## src/rtl/bmm150_pkg.sv

```systemverilog
// Shared types and register map for the BMM150 command sequencer.
package bmm150_pkg;

  typedef enum logic [2:0] {
    ST_PWR_ON,
    ST_PWR_WAIT,
    ST_ID_READ,
    ST_SET_MODE,
    ST_WAIT,
    ST_READ,
    ST_PUBLISH,
    ST_ERROR
  } state_t;

  typedef enum logic {
    TXN_IDLE,
    TXN_BUSY
  } txn_state_t;

  localparam logic [7:0] REG_CHIP_ID    = 8'h40;
  localparam logic [7:0] REG_DATA_X_LSB = 8'h42;
  localparam logic [7:0] REG_PWR        = 8'h4B;
  localparam logic [7:0] REG_OPMODE     = 8'h4C;
  localparam logic [7:0] CHIP_ID_VAL    = 8'h32;
  localparam logic [7:0] READ_FLAG      = 8'h80;
  localparam logic [7:0] PWR_ON_VAL     = 8'h01;
  localparam logic [7:0] OPMODE_NORMAL  = 8'h00;

  function automatic logic [7:0] rd_addr(input logic [7:0] reg_a);
    return READ_FLAG | reg_a;
  endfunction

endpackage

```

## src/rtl/bmm150_spi_txn.sv

```systemverilog
// Single SPI master transaction: start pulse, hold command, wait for done or timeout.
module bmm150_spi_txn
  import bmm150_pkg::*;
#(
  parameter int TIMEOUT_CYCLES = 4096
) (
  input  logic       clk,
  input  logic       rst,
  input  logic       req_i,
  input  logic [7:0] addr_i,
  input  logic [7:0] wdata_i,
  input  logic       rw_i,
  output logic       ack_o,
  output logic       timeout_o,
  output logic       spi_start_o,
  output logic [7:0] spi_reg_addr_o,
  output logic [7:0] spi_tx_data_o,
  output logic       spi_rw_o,
  input  logic       spi_busy_i,
  input  logic       spi_done_i
);

  // req_i is a level held by the FSM; a transaction is launched only from idle
  // with the master not busy, and ends with exactly one ack_o or timeout_o cycle,
  // during which the FSM consumes the result and changes its request.
  txn_state_t  state_q;
  logic [31:0] tmo_q;

  assign ack_o     = (state_q == TXN_BUSY) && spi_done_i;
  assign timeout_o = (state_q == TXN_BUSY) && !spi_done_i &&
                     (tmo_q == 32'(TIMEOUT_CYCLES - 1));

  always_ff @(posedge clk or posedge rst) begin
    if (rst) begin
      state_q        <= TXN_IDLE;
      tmo_q          <= '0;
      spi_start_o    <= 1'b0;
      spi_reg_addr_o <= '0;
      spi_tx_data_o  <= '0;
      spi_rw_o       <= 1'b0;
    end else begin
      spi_start_o <= 1'b0;
      case (state_q)
        TXN_IDLE: begin
          if (req_i && !spi_busy_i) begin
            spi_start_o    <= 1'b1;
            spi_reg_addr_o <= addr_i;
            spi_tx_data_o  <= wdata_i;
            spi_rw_o       <= rw_i;
            tmo_q          <= '0;
            state_q        <= TXN_BUSY;
          end
        end
        TXN_BUSY: begin
          if (ack_o || timeout_o) state_q <= TXN_IDLE;
          else                    tmo_q   <= tmo_q + 32'd1;
        end
        default: state_q <= TXN_IDLE;
      endcase
    end
  end

endmodule

```

## src/rtl/bmm150_seq_ctrl.sv

```systemverilog
// BMM150 bring-up and periodic data-register sampler driving an SPI master.
module bmm150_seq_ctrl
  import bmm150_pkg::*;
#(
  parameter int PWRUP_CYCLES   = 150000,
  parameter int SAMPLE_CYCLES  = 500000,
  parameter int TIMEOUT_CYCLES = 4096,
  parameter int ID_RETRIES     = 3
) (
  input  logic               clk,
  input  logic               rst,
  input  logic               enable,
  output logic               spi_start,
  output logic [7:0]         spi_reg_addr,
  output logic [7:0]         spi_tx_data,
  output logic               spi_rw,
  input  logic [7:0]         spi_rx_data,
  input  logic               spi_busy,
  input  logic               spi_done,
  output logic signed [12:0] mag_x,
  output logic signed [12:0] mag_y,
  output logic signed [14:0] mag_z,
  output logic [13:0]        rhall,
  output logic               data_valid,
  output logic               init_done,
  output logic               error
);

  state_t      state_q;
  logic [31:0] wait_q;
  logic [31:0] period_q;
  logic [7:0]  retry_q;
  logic [2:0]  idx_q;
  logic        pending_q;
  logic [7:0]  buf_q [8];

  logic        txn_req, txn_rw, txn_ack, txn_tmo;
  logic [7:0]  txn_addr, txn_wdata;
  logic        period_active, period_tick;

  always_comb begin
    txn_req   = 1'b0;
    txn_rw    = 1'b0;
    txn_addr  = '0;
    txn_wdata = '0;
    case (state_q)
      ST_PWR_ON:   begin txn_req = 1'b1; txn_addr = REG_PWR; txn_wdata = PWR_ON_VAL; end
      ST_ID_READ:  begin txn_req = 1'b1; txn_rw = 1'b1; txn_addr = rd_addr(REG_CHIP_ID); end
      ST_SET_MODE: begin txn_req = 1'b1; txn_addr = REG_OPMODE; txn_wdata = OPMODE_NORMAL; end
      ST_READ:     begin
        txn_req  = 1'b1;
        txn_rw   = 1'b1;
        txn_addr = rd_addr(REG_DATA_X_LSB + {5'd0, idx_q});
      end
      default: ;
    endcase
  end

  bmm150_spi_txn #(.TIMEOUT_CYCLES(TIMEOUT_CYCLES)) u_txn (
    .clk            (clk),
    .rst            (rst),
    .req_i          (txn_req),
    .addr_i         (txn_addr),
    .wdata_i        (txn_wdata),
    .rw_i           (txn_rw),
    .ack_o          (txn_ack),
    .timeout_o      (txn_tmo),
    .spi_start_o    (spi_start),
    .spi_reg_addr_o (spi_reg_addr),
    .spi_tx_data_o  (spi_tx_data),
    .spi_rw_o       (spi_rw),
    .spi_busy_i     (spi_busy),
    .spi_done_i     (spi_done)
  );

  // The sample period keeps running through a burst so an overrun is remembered.
  assign period_active = enable && (state_q inside {ST_WAIT, ST_READ, ST_PUBLISH});
  assign period_tick   = period_active && (period_q == 32'(SAMPLE_CYCLES - 1));

  always_ff @(posedge clk or posedge rst) begin
    if (rst) begin
      state_q    <= ST_PWR_ON;
      wait_q     <= '0;
      period_q   <= '0;
      retry_q    <= '0;
      idx_q      <= '0;
      pending_q  <= 1'b0;
      for (int i = 0; i < 8; i++) buf_q[i] <= '0;
      mag_x      <= '0;
      mag_y      <= '0;
      mag_z      <= '0;
      rhall      <= '0;
      data_valid <= 1'b0;
      init_done  <= 1'b0;
      error      <= 1'b0;
    end else begin
      data_valid <= 1'b0;
      if (period_tick)        period_q <= '0;
      else if (period_active) period_q <= period_q + 32'd1;
      else                    period_q <= '0;

      if (txn_tmo) begin
        state_q <= ST_ERROR;
        error   <= 1'b1;
      end else begin
        case (state_q)
          ST_PWR_ON: if (txn_ack) begin
            wait_q  <= '0;
            state_q <= ST_PWR_WAIT;
          end
          ST_PWR_WAIT: begin
            if (wait_q == 32'(PWRUP_CYCLES - 1)) begin
              wait_q  <= '0;
              state_q <= ST_ID_READ;
            end else begin
              wait_q <= wait_q + 32'd1;
            end
          end
          ST_ID_READ: if (txn_ack) begin
            if (spi_rx_data == CHIP_ID_VAL) begin
              state_q <= ST_SET_MODE;
            end else begin
              retry_q <= retry_q + 8'd1;
              wait_q  <= '0;
              if (retry_q == 8'(ID_RETRIES - 1)) begin
                state_q <= ST_ERROR;
                error   <= 1'b1;
              end else begin
                state_q <= ST_PWR_WAIT;
              end
            end
          end
          ST_SET_MODE: if (txn_ack) begin
            init_done <= 1'b1;
            state_q   <= ST_WAIT;
          end
          ST_WAIT: begin
            pending_q <= 1'b0;
            if (period_tick) begin
              idx_q   <= '0;
              state_q <= ST_READ;
            end
          end
          ST_READ: begin
            if (period_tick) pending_q <= 1'b1;
            else if (!enable) pending_q <= 1'b0;
            if (txn_ack) begin
              buf_q[idx_q] <= spi_rx_data;
              idx_q        <= idx_q + 3'd1;
              if (idx_q == 3'd7) state_q <= ST_PUBLISH;
            end
          end
          ST_PUBLISH: begin
            // Bit 0 of the RHALL LSB is the sensor's data-ready flag.
            if (buf_q[6][0]) begin
              mag_x      <= {buf_q[1], buf_q[0][7:3]};
              mag_y      <= {buf_q[3], buf_q[2][7:3]};
              mag_z      <= {buf_q[5], buf_q[4][7:1]};
              rhall      <= {buf_q[7], buf_q[6][7:2]};
              data_valid <= 1'b1;
            end
            pending_q <= 1'b0;
            idx_q     <= '0;
            if (enable && (pending_q || period_tick)) state_q <= ST_READ;
            else                                      state_q <= ST_WAIT;
          end
          ST_ERROR: error <= 1'b1;
          default:  state_q <= ST_ERROR;
        endcase
      end
    end
  end

endmodule
```

## config.mk

```make
export PLATFORM = sky130hd
export DESIGN_NAME = bmm150_seq_ctrl
export DESIGN_NICKNAME = d
export VERILOG_FILES = /design/src/rtl/bmm150_pkg.sv /design/src/rtl/bmm150_spi_txn.sv /design/src/rtl/bmm150_seq_ctrl.sv
export SDC_FILE = /design/constraint.sdc
export NUM_CORES = 1
export LEC_CHECK = 0
export ABC_AREA = 1
export CELL_PAD_IN_SITES_DETAIL_PLACEMENT = 1
export CELL_PAD_IN_SITES_GLOBAL_PLACEMENT = 1
export CORE_MARGIN = 2
export CORE_UTILIZATION = 40
export DETAILED_ROUTE_END_ITERATION = 7
export PLACE_DENSITY_LB_ADDON = 0.25
export REMOVE_ABC_BUFFERS = 1
export SYNTH_ARGS = -nofsm -noshare
export SYNTH_HDL_FRONTEND = slang
export SYNTH_HIERARCHICAL = 1
export SYNTH_SLANG_ARGS = --single-unit
```

## constraint.sdc

```tcl
create_clock -name clk -period 16.6 [get_ports clk]
set_input_delay 3.32 -clock clk [delete_from_list [all_inputs] [get_ports clk]]
set_output_delay 3.32 -clock clk [all_outputs]
set_load 0.01 [all_outputs]
```

==> results by group <==
Placement
  • Port bufs: 88
  • Dpl cells: between 2000 and 2500
  • Pre-CTS setup slack: 10.61 ns
  • HPWL after DPL: 24830 microns
  • Placer congestion estimate: 0.8580

Setup path
  • CP required: 17.05 ns
  • R2r setup slk: 13.17 ns
  • End of the critical path: wait_q[9]$_DFFE_PP0P_
  • Reg2reg end: wait_q[9]$_DFFE_PP0P_
  • Critical path type: in -> reg
  • Critical path endpoint category: flop
  • Worst Path Arrival: between 5 and 6 ns
  • Crit path from: spi_done
  • FF-to-FF path depth: 14
  • Critical path fanouts, max: 36
  • Reg2reg start: u_txn/tmo_q[0]$_DFFE_PP0P_
  • CP startpoint kind: input port

Logic synthesis
  • Post-synth ARST share: 100.0%
  • Synth area leader: dfrtp_1
  • Syn Inst Count: 1553
  • Post-synthesis sequential area ratio: around half
  • Top cells by count, synth: 450 x nand2_1, 244 x dfrtp_1, 222 x nor2_1, 143 x inv_1, 100 x nand3_1
  • Number of synthesized flops with an enable pin: 0
  • Largest cells by area after synthesis: dfrtp_1 48%, nand2_1 13%, nor2_1 6.6%
  • Unique masters post-synth: 44
  • Top cell type's share of synthesized area: 48.32%
  • Synthesis Warnings: 6
  • Most common cell in the synthesized netlist: nand2_1
  • Cell area after synthesis: 12640 sq um
  • Mapped Avg Cell Area: 8.137 sq um
  • #FFs+latches synth: 244
  • Primary FF master, synth: dfrtp_1

Global route
  • Overflow after GRT: 0
  • Largest net degree at the start of global routing: 117
  • Vias in the first global route: between 10000 and 15000
  • First-pass GRT wire length: 59400 microns
  • Initial antenna violation count: 0
  • Total GRT Usage: 22.25%

Clock network
  • Clock root cell: clkbuf_16
  • CTS tree: built
  • Clk slew on worst S/H paths: 0.06 ns
  • Clk sinks: 244
  • Worst skew pair latency: 0.59 ns
  • Postcts setup bufs: 0
  • H-tree depth: 1
  • Clock buffer depth: 3
  • Post_cts resized: 0
  • TritonCTS Buffers: 29
  • Post-CTS Hold Buffers: 0

Timing
  • Setup violations, final: 0
  • Setup TNS: 0 ns
  • RSZ-0062 raised after global routing: false
  • Max_slew headroom: 35.18%
  • Least-Margin Pin Slew: slightly below 1 ns
  • Final Max Slew Viols: 0
  • Setup WS post-layout: 11.22 ns
  • Fin crit share: 32.41%
  • Worst Skew: 0.01376 ns
  • Hold Fails Final Rpt: 0
  • Post-layout minimum cycle time: between 5 and 6 ns
  • FMAX: 0.1859 GHz

Die
  • IO Pins: 89
  • Die area: about 33000 sq um
  • # rows: 65
  • Starting Density: 40.36%
  • Die width: 181.7 microns
  • Chip Height: 181.7 microns
  • Core ar.: ~31000 sq um

Final layout
  • Finished Layout Cells: 2075
  • Final net count: 1674
  • Seq. cell area: 6106 sq um
  • Area delta synth->final: 18.12%
  • Filler cells: 3799
  • Multi-input logic area: 5752 sq um
  • Layout cells sized above 1: 8.607%
  • # diodes: 0

Routing
  • Antenna Nets Post-Route: 0
  • DR iter-0 viols: 397
  • Drt drc: 0
  • Drt wl/cell: 17.07 microns
  • Vias/cell: 5.057
  • Routed vias: 10490
  • Drt total wl: 35430 microns
  • Drt first pass iters: 5

Power
  • Power Total: roughly 1.7 mW
  • Leak Pwr: a little under 7 nW
  • Peak VDD IR: between 0.09 and 0.1 mV
  • Pwr Density: between 100 and 150 nW/um^2

Run status
  • Status: completed

Run
  • Number of max-cap violations: 0

Min path
  • HP Class: reg -> reg
[registers in the layout, summed over array words and instances, names as in the netlist, 3 cells and up]
signal,count
buf_q,56
period_q,32
u_txn/tmo_q,32
wait_q,32
mag_z,15
rhall,14
mag_x,13
mag_y,13
retry_q,8
u_txn/spi_reg_addr_o,8
u_txn/spi_tx_data_o,8
idx_q,3
state_q,3
[power by group]
group | switching (mW) | internal (mW) | total (mW)
clock network | 0.270 | 0.432 | 0.702
logic | 0.239 | 0.107 | 0.345
registers | 0.0435 | 0.646 | 0.689
total | 0.552 | 1.18 | 1.74
[worst max-delay path, cell delays in order]
cell	delay [ns]
clkdlybuf4s50_1	0.50
nor3_1	0.50
inv_1	0.31
nand3_1	0.15
a21oi_1	0.07
nand2_4	0.21
clkinv_4	0.27
nand3_2	0.36
o21ai_0	0.12
[placed cells by master (no fill, tap or decap), drive strengths merged]
cell type | synthesis | final
nor3b | 2 | 2
o211ai | 1 | 1
buf | 28 | 6
dfrtp | 244 | 244
a31oi | 1 | 1
nand3 | 106 | 106
conb | 1 | 9
ha | 11 | 11
nand4 | 37 | 37
o21ai | 80 | 80
clkinvlp | 0 | 2
inv | 151 | 152
nand2 | 463 | 463
clkdlybuf4s50 | 0 | 88
a21oi | 14 | 14
or2 | 4 | 4
clkbuf | 8 | 36
bufinv | 0 | 6
o21bai | 1 | 1
o22ai | 6 | 6
nor3 | 45 | 45
xnor2 | 13 | 13
a22oi | 1 | 1
nor4 | 2 | 2
xor2 | 42 | 42
mux2 | 54 | 54
clkinv | 2 | 11
nor2 | 236 | 236
[metal layers]
| metal | vias up | wire [microns] | global-route usage, % |
|---|---|---|---|
| li1 | 5135 | - | - |
| met1 | 5164 | 16300 | 29.48 |
| met2 | 141 | 16830 | 37.72 |
| met3 | 53 | 1528 | 4.292 |
| met4 | 0 | 774 | 5.333 |
| met5 | - | 0 | 0 |
[per-stage QoR]
step	utilization, %	hold slack [ns]	area, sq um
after global routing	47.67	0.4991	14930
after detailed placement	44.31	0.4591	13870
after floorplan	-	0.4464	12430
after CTS	47.67	0.4741	14930
final	47.67	0.4718	14930
after global placement	44.31	0.4585	13870
[cell type report]
class                      instances  share of cell area (%)
timing repair buffer              94                   6.203
clock buffer                      36                   5.306
inverter                         153                   3.940
clock inverter                    18                   1.744
tap                              402                   3.370
multi-input combinational       1128                   38.53
sequential                       244                   40.91
[worst min-delay path by stage]
stage | startpoint | cells after the start | endpoint | slack, ns
after floorplan | retry_q[7]$_DFFE_PP0P_ | 1 | retry_q[7]$_DFFE_PP0P_ | 0.45
after CTS | u_txn/spi_reg_addr_o[7]$_DFFE_PP0P_ | 2 | u_txn/spi_reg_addr_o[7]$_DFFE_PP0P_ | 0.47
after global routing | u_txn/spi_reg_addr_o[4]$_DFFE_PP0P_ | 2 | u_txn/spi_reg_addr_o[4]$_DFFE_PP0P_ | 0.50
after detailed placement | u_txn/spi_reg_addr_o[7]$_DFFE_PP0P_ | 2 | u_txn/spi_reg_addr_o[7]$_DFFE_PP0P_ | 0.46
final | u_txn/spi_reg_addr_o[7]$_DFFE_PP0P_ | 2 | u_txn/spi_reg_addr_o[7]$_DFFE_PP0P_ | 0.47
after global placement | u_txn/spi_reg_addr_o[5]$_DFFE_PP0P_ | 2 | u_txn/spi_reg_addr_o[5]$_DFFE_PP0P_ | 0.46
[logic make-up after synthesis]
family | synth area share, %
and+or+nand+nor | 30.72
DFF | 48.32
buffers and inverters | 6.465
AOI/OAI and AO/OA | 4.753
xor gates and xnor gates | 3.812
muxes | 4.812
adders and majority gates | 1.089
other | 0.02967
Note: power is estimated with default switching activity, not from simulation.
